[src/rtl/memcore_uram_pipelined.sv]
// Simple-dual-port UltraRAM core: byte-enabled write port, pipelined read port
// with configurable latency, optional same-cycle write-to-read bypass.

module memcore_uram_lane #(
    parameter int BYTE_WIDTH = 8
) (
    input  logic [BYTE_WIDTH-1:0] old_i,
    input  logic [BYTE_WIDTH-1:0] new_i,
    input  logic                  sel_i,
    output logic [BYTE_WIDTH-1:0] lane_o
);
    assign lane_o = sel_i ? new_i : old_i;
endmodule

module memcore_uram_pipelined #(
    parameter int DATA_WIDTH    = 32,
    parameter int BYTE_WIDTH    = 8,
    parameter int ADDRESS_WIDTH = 6,
    parameter int ADDRESS_RANGE = 64,
    parameter int READ_LATENCY  = 2,
    parameter int WRITE_BYPASS  = 1
) (
    input  logic                            clk,
    input  logic                            reset,
    input  logic [ADDRESS_WIDTH-1:0]        address0,
    input  logic                            ce0,
    input  logic                            we0,
    input  logic [DATA_WIDTH/BYTE_WIDTH-1:0] be0,
    input  logic [DATA_WIDTH-1:0]           d0,
    input  logic [ADDRESS_WIDTH-1:0]        address1,
    input  logic                            ce1,
    output logic [DATA_WIDTH-1:0]           q1,
    output logic                            q1_valid
);
    localparam int NUM_BYTES = DATA_WIDTH / BYTE_WIDTH;
    localparam int STAGES    = READ_LATENCY - 1;
    localparam logic [ADDRESS_WIDTH:0] RANGE_W = (ADDRESS_WIDTH+1)'(ADDRESS_RANGE);

    (* ram_style = "hls_ultra", cascade_height = 16 *)
    logic [DATA_WIDTH-1:0] ram [0:ADDRESS_RANGE-1];

    logic                  wr_in_range, rd_in_range, wr_en, issue, same_addr;
    logic [DATA_WIDTH-1:0] rd_old, rd_word;
    logic [NUM_BYTES-1:0]  byp_sel;

    assign wr_in_range = {1'b0, address0} < RANGE_W;
    assign rd_in_range = {1'b0, address1} < RANGE_W;
    assign wr_en       = ce0 & we0 & ~reset & wr_in_range;
    assign issue       = ce1 & ~reset;
    assign same_addr   = (address0 == address1);
    assign rd_old      = rd_in_range ? ram[address1] : '0;

    always_ff @(posedge clk) begin
        if (wr_en) begin
            for (int i = 0; i < NUM_BYTES; i++) begin
                if (be0[i]) ram[address0][i*BYTE_WIDTH +: BYTE_WIDTH] <= d0[i*BYTE_WIDTH +: BYTE_WIDTH];
            end
        end
    end

    // Collision merge: an in-range write to the read address overrides enabled lanes.
    for (genvar g = 0; g < NUM_BYTES; g++) begin : g_lane
        assign byp_sel[g] = (WRITE_BYPASS != 0) & wr_en & same_addr & be0[g];
        memcore_uram_lane #(.BYTE_WIDTH(BYTE_WIDTH)) u_lane (
            .old_i  (rd_old[g*BYTE_WIDTH +: BYTE_WIDTH]),
            .new_i  (d0[g*BYTE_WIDTH +: BYTE_WIDTH]),
            .sel_i  (byp_sel[g]),
            .lane_o (rd_word[g*BYTE_WIDTH +: BYTE_WIDTH])
        );
    end

    logic [STAGES:0]                 vld_pipe, vld_d;
    logic [STAGES:0][DATA_WIDTH-1:0] stage_q, stage_d;

    always_comb begin
        vld_d      = '0;
        stage_d    = '0;
        vld_d[0]   = issue;
        stage_d[0] = rd_word;
        for (int k = 1; k <= STAGES; k++) begin
            vld_d[k]   = vld_pipe[k-1];
            stage_d[k] = stage_q[k-1];
        end
        // Last stage drives q1 and holds between returned reads.
        if (!vld_d[STAGES]) stage_d[STAGES] = stage_q[STAGES];
    end

    always_ff @(posedge clk) begin
        if (reset) begin
            vld_pipe <= '0;
            stage_q  <= '0;
        end else begin
            vld_pipe <= vld_d;
            stage_q  <= stage_d;
        end
    end

    assign q1       = stage_q[STAGES];
    assign q1_valid = vld_pipe[STAGES];
endmodule

[config.mk]
export PLATFORM = sky130hd
export DESIGN_NAME = memcore_uram_pipelined
export DESIGN_NICKNAME = d
export VERILOG_FILES = /design/src/rtl/memcore_uram_pipelined.sv
export SDC_FILE = /design/constraint.sdc
export NUM_CORES = 2
export LEC_CHECK = 0
export CORE_MARGIN = 1
export CORE_UTILIZATION = 49
export CTS_BUF_LIST = sky130_fd_sc_hd__clkbuf_8
export CTS_CLUSTER_SIZE = 25
export DETAILED_ROUTE_END_ITERATION = 16
export PLACE_DENSITY = 0.67
export SLEW_MARGIN = 15
export SYNTH_ARGS = -nofsm -noshare
export SYNTH_HDL_FRONTEND = slang
export SYNTH_SLANG_ARGS = --single-unit
export TNS_END_PERCENT = 50
[constraint.sdc]
create_clock -name clk -period 3.1 [get_ports clk]
set_clock_uncertainty 0.15 [all_clocks]
set_input_delay 0.31 -clock clk [delete_from_list [all_inputs] [get_ports clk]]
set_output_delay 0.31 -clock clk [all_outputs]
set_load 0.1 [all_outputs]
### Word level (Yosys, flattened, before mapping)

Memory sizes are Yosys's and may differ from the RTL's. A register that Yosys moved wholly into a read port is not among the register bits.
Index checks and enable logic that the tools add are counted.
Widths: inputs -> output; s select.

| operators by class | value |
|---|---|
| add/sub/neg operators | 0 |
| multipliers | 0 |
| divide/modulo/power cells | 0 |
| order comparisons | 0 |
| equality and inequality tests | 0 |
| shifts and indexed selects | 0 |
| multiplexer cells | 12 |
| bitwise operators | 4 |
| reductions and logical operators | 0 |

Operators with widths:

| operator | count |
|---|---|
| $mux 1 | 12 |
| $and 1x1->1 | 3 |
| $not 1->1 | 1 |

| storage, ports and cells | value |
|---|---|
| flip-flop bits (word level) | 34 |
| bits in latches | 0 |
| bits in writable memories | 2048 |
| bits in read-only memories | 0 |
| input bits | 53 |
| memories | 1 |

Memory list:

| memory | words | width | read ports | clocked after Yosys merged registers in | write ports | RTL line | RTL |
|---|---|---|---|---|---|---|---|
| ram | 64 | 32 | 1 | 1 | 1 | 40 | `logic [DATA_WIDTH-1:0] ram [0:ADDRESS_RANGE-1];` |

### Longest topological paths before layout

| logic depth | value |
|---|---|
| depth in word-level cells | 4 |
| mapped depth | 10 |
| gate-level depth less buffers | 5 |

### Cells and area by module

A second synthesis with hierarchy kept.

| second synthesis, totals | value |
|---|---|
| cell total of the unflattened synthesis | 3929 |
| area total of the unflattened synthesis | 81674.6 µm² |

Modules (own cells, without submodules):

| module | instances | cells each | area each (µm²) | sequential area each (µm²) |
|---|---|---|---|---|
| memcore_uram_pipelined | 1 | 3893 | 81149.1 | 62820.2 |
| memcore_uram_lane | 4 | 9 | 131.4 | 0.0 |

### Least setup slack after synthesis

No wires, ideal clock.

| timing path | value |
|---|---|
| path type | input -> register |
| start point | input address1[1] |
| end point | register stage_q[18] (netlist bit), read port of ram |
| arrival time | 2.171 ns |
| data required time | 2.821 ns |
| setup slack | 0.650 ns |
| stages | 10 |
| path through | buf_4 > buf_4 > buf_4 > buf_2 > clkbuf_1 > mux4_2 > a22oi_1 > o31ai_1 > o21ai_0 > o211ai_1 |

RTL lines:

| item | RTL line | RTL |
|---|---|---|
| start, declared | 30 | `input logic [ADDRESS_WIDTH-1:0] address1,` |
| end, declared | 73 | `logic [STAGES:0][DATA_WIDTH-1:0] stage_q, stage_d;` |

### Final worst setup path

| timing path | value |
|---|---|
| start point | register vld_pipe[1] |
| end point | output q1_valid |

RTL lines:

| item | RTL line | RTL |
|---|---|---|
| start, declared | 72 | `logic [STAGES:0] vld_pipe, vld_d;` |
| start signal, assigned | 93 | `vld_pipe <= vld_d;` |
| end, declared | 33 | `output logic q1_valid` |

No word-level cell between the ends.

==> impl_summary.log <==
[metrics] Gate Count Post-Synth: 4,249
[metrics] Least-Margin Pin Slew: 1.19 ns
[metrics] wire length after detailed routing: 222 mm
[metrics] worst slack after detailed placement: -0.0937 ns
[metrics] number of flops mapped to enable cells by yosys: 2,048
[metrics] sequential fraction of the synthesis area: 76.5%
[metrics] TritonCTS buffer count: 343
[metrics] cell family with the largest share of critical-path delay: buffers and inverters
[metrics] per-instance average area after synthesis: 19.3 um^2
[metrics] Synth top cells by count: sky130_fd_sc_hd__edfxtp_1 (2,048), sky130_fd_sc_hd__mux2_2 (402), sky130_fd_sc_hd__mux4_2 (305)
[metrics] Critical Path End Type: output pin
[metrics] DIE HEIGHT: 411 um
[metrics] Post-layout nets: 5,011
[metrics] Net Count, Synth: 4,302
[metrics] Leak Pwr: 31.3 nW
[metrics] top-area cell type share of the netlist area: 74.9%
[metrics] multi-input gate area in the final layout: 17,900 um^2
[metrics] Critical-path top delay cell: sky130_fd_sc_hd__clkdlybuf4s50_1
[metrics] max-cap violation count: 0
[metrics] area of the core region: 166,000 um^2
[metrics] largest net degree at the start of global routing: 69
[metrics] number of search-and-repair iterations in the first detailed-routing pass: 8
[metrics] number of antenna violations at the first check in global routing: 20
[metrics] Starting Density: 49.6%
[metrics] global-route total usage across every layer: 26.2%
[metrics] final-report hold violation count: 0
[metrics] worst ir drop on vdd: 0.000375 V
[metrics] average wire length per cell after detail routing: 30.0 um
[metrics] Pins Over Slew Limit: 0
[metrics] Post-CTS Resized: 0
[metrics] area of the die: 169,000 um^2
[metrics] proportion of register bits with asynchronous set or reset after synthesis: 0%
[metrics] fraction of layout instances using a drive strength above 1: 33.6%
[metrics] time the worst path needs with I/O delays and setup: 2.98 ns
[metrics] post-route cell area: 95,300 um^2
[metrics] number of buffers and inverters on the critical path: 1
[metrics] overflow left after global routing: 0
[metrics] achievable frequency: 336 MHz
[metrics] setup repair after global routing missed its margin: no
[metrics] signal arrival time at the worst endpoint: 2.52 ns
[metrics] CTS sink cnt: 2,114
[metrics] worst-path fanout max: 1
[metrics] met3 layer usage reported by global route: 7.24%
[metrics] HPWL Detailed: 145 mm
[metrics] prevailing post-synth register cell: sky130_fd_sc_hd__edfxtp_1
[metrics] type of the most critical hold path: input port to flip-flop
[metrics] per-cell via count in the routed design: 6.09
[metrics] final period utilization: 96.0%
[metrics] Max stage delay on crit path: 1.14 ns
[metrics] clock-pin slew on the worst setup and hold paths: 0.06 ns
[metrics] Bufs on Longest Clock Path: 4
[metrics] final worst setup slack: 0.124 ns
[metrics] number of placement rows: 149
[metrics] outcome: finished clean
[metrics] slack of the worst reg-to-reg path: 0.80 ns
[metrics] flop and latch count out of synthesis: 2,114
[metrics] wire length of the first global-routing pass: 315 mm
[metrics] relative max-transition margin: 20.7%
[metrics] Filler Cell Count: 12,300
[metrics] final setup violating endpoints: 0
[metrics] ratio of total power to cell area: 591 nW/um^2
[metrics] Power, Total: 56.3 mW
[metrics] largest cells by area after synthesis: sky130_fd_sc_hd__edfxtp_1 (75%), sky130_fd_sc_hd__mux4_2 (8.4%), sky130_fd_sc_hd__mux2_2 (5.5%)
[metrics] cell at the root of the clock tree: sky130_fd_sc_hd__clkbuf_8
[metrics] nature of the critical path startpoint: flip-flop
[metrics] iteration-0 DRC count of the detailed router: 5,599
[metrics] Yosys warning count: 0
[metrics] number of top-level pins: 86
[metrics] number of nets with antenna violations after detailed routing: 0
[metrics] Chip Width: 411 um
[metrics] register area: 62,800 um^2
[metrics] via total after detailed routing: 45,000
[metrics] Required @ worst endpoint: 2.64 ns
[metrics] final estimated routing congestion in global placement: 0.937
[metrics] Syn Std Cell Area: 82,100 um^2
[metrics] count of buffers inserted at the top-level ports: 85
[metrics] detailed-route DRC error count: 0
[metrics] largest area contributor in the synthesized netlist: sky130_fd_sc_hd__edfxtp_1
[metrics] busiest layer in global routing: met2
[metrics] area added between synthesis and finish: 16.1%
[metrics] dominant cell by count in the synthesized netlist: sky130_fd_sc_hd__edfxtp_1
[metrics] later-pin clock latency in the skew report: 1.08 ns
[metrics] global routing usage on met1: 36.2%
[metrics] vias in the first global route: 44,800
[metrics] CP cell instances: clkdlybuf4s50_1
[metrics] Clock H-tree levels: 5
[metrics] M2 GR Usage: 39.5%
[metrics] CTS tree: built
[metrics] kind of critical path: flip-flop to output pin
[metrics] number of distinct standard cells referenced by the synthesized netlist: 57
[metrics] Placed Instance Area: 88,900 um^2
## routing by layer
layer	part of all wire, %	up-vias
met5	0.10	-
met4	3.8	20
met3	11	444
met2	46	2557
met1	40	23300
li1	-	18700
## placed cells by master, fill, tap and decap left out, types with 6 or more instances in the layout
| master | instances |
|---|---|
| sky130_fd_sc_hd__buf_4 | 512 |
| sky130_fd_sc_hd__clkinv_1 | 70 |
| sky130_fd_sc_hd__nor4_1 | 6 |
| sky130_fd_sc_hd__a31oi_1 | 9 |
| sky130_fd_sc_hd__buf_2 | 30 |
| sky130_fd_sc_hd__a22oi_1 | 116 |
| sky130_fd_sc_hd__nor3_1 | 95 |
| sky130_fd_sc_hd__buf_12 | 62 |
| sky130_fd_sc_hd__nor2_1 | 300 |
| sky130_fd_sc_hd__nor3b_1 | 8 |
| sky130_fd_sc_hd__mux2_2 | 402 |
| sky130_fd_sc_hd__clkdlybuf4s50_1 | 16 |
| sky130_fd_sc_hd__nand4_1 | 9 |
| sky130_fd_sc_hd__nand3_1 | 10 |
| sky130_fd_sc_hd__o31ai_1 | 42 |
| sky130_fd_sc_hd__o22ai_1 | 201 |
| sky130_fd_sc_hd__inv_1 | 110 |
| sky130_fd_sc_hd__nand2b_1 | 7 |
| sky130_fd_sc_hd__mux4_2 | 305 |
| sky130_fd_sc_hd__dfxtp_1 | 65 |
| sky130_fd_sc_hd__clkbuf_8 | 362 |
| sky130_fd_sc_hd__mux2i_1 | 57 |
| sky130_fd_sc_hd__o211ai_1 | 23 |
| sky130_fd_sc_hd__dlygate4sd3_1 | 35 |
| sky130_fd_sc_hd__clkinv_2 | 37 |
| sky130_fd_sc_hd__nor2b_1 | 10 |
| sky130_fd_sc_hd__edfxtp_1 | 2048 |
| sky130_fd_sc_hd__diode_2 | 15 |
| sky130_fd_sc_hd__nand2_1 | 140 |
| sky130_fd_sc_hd__o21ai_0 | 24 |
## per-stage QoR
step                      utilization [%]  hold slack [ns]  TNS, ns  instances
after detailed placement             53.7            0.342    -1.34       6766
after CTS                            57.5           0.0218        0       7386
after floorplan                         -            0.259        0       4249
final                                57.6            0.100        0       7402
after global placement               53.7            0.329    -3.06       6765
after global routing                 57.5           0.0992        0       7390
## registers in the layout, indices dropped and copies added (netlist names)
signal / count
vld_pipe: 2
q1: 32
ram: 2048
stage_q: 32
## final cells by class
class                           count  area share (%)
Antenna cell                       15          0.0394
Clock buffer                      362            5.23
Clock inverter                    223            1.07
Inverter                            5          0.0197
Multi-Input combinational cell   1836            18.8
Sequential cell                  2114            65.9
Tap cell                         2189            2.87
Timing Repair Buffer              658            6.09
## cells by family after synthesis
group / count (synthesis) / share of synthesized area, %
compound gates: 445 / 3.72
xor+xnor: 6 / 0.0732
buf+inv: 299 / 1.76
flops: 2114 / 76.5
mux: 767 / 14.7
simple gates: 618 / 3.24
## worst paths after layout
| kind | start | to | cells past startpoint |
|---|---|---|---|
| setup / recovery | vld_pipe[1]$_SDFF_PP0_ | q1_valid | 1 |
| hold / removal | d0[23] | ram[56][23]$_DFFE_PP_ | 2 |
| setup reg to reg | ram[18][7]$_DFFE_PP_ | stage_q[7]$_SDFF_PP0_ | 6 |
| hold reg to reg | q1[20]$_SDFFE_PP0P_ | q1[20]$_SDFFE_PP0P_ | 2 |
## where the power goes
| group | switching (mW) | leakage (nW) | total [mW] | internal, mW |
|---|---|---|---|---|
| clock network | 10.6 | 3.49 | 21.6 | 11.1 |
| logic | 1.97 | 8.82 | 3.14 | 1.17 |
| registers | 0.121 | 18.9 | 31.5 | 31.4 |
## what timing repair did
action,4_1_cts,5_1_grt
hold endpoints to repair,1931,0
hold buffers,35,0
buffers inserted,0,0
(Power assumes the default switching activity.)
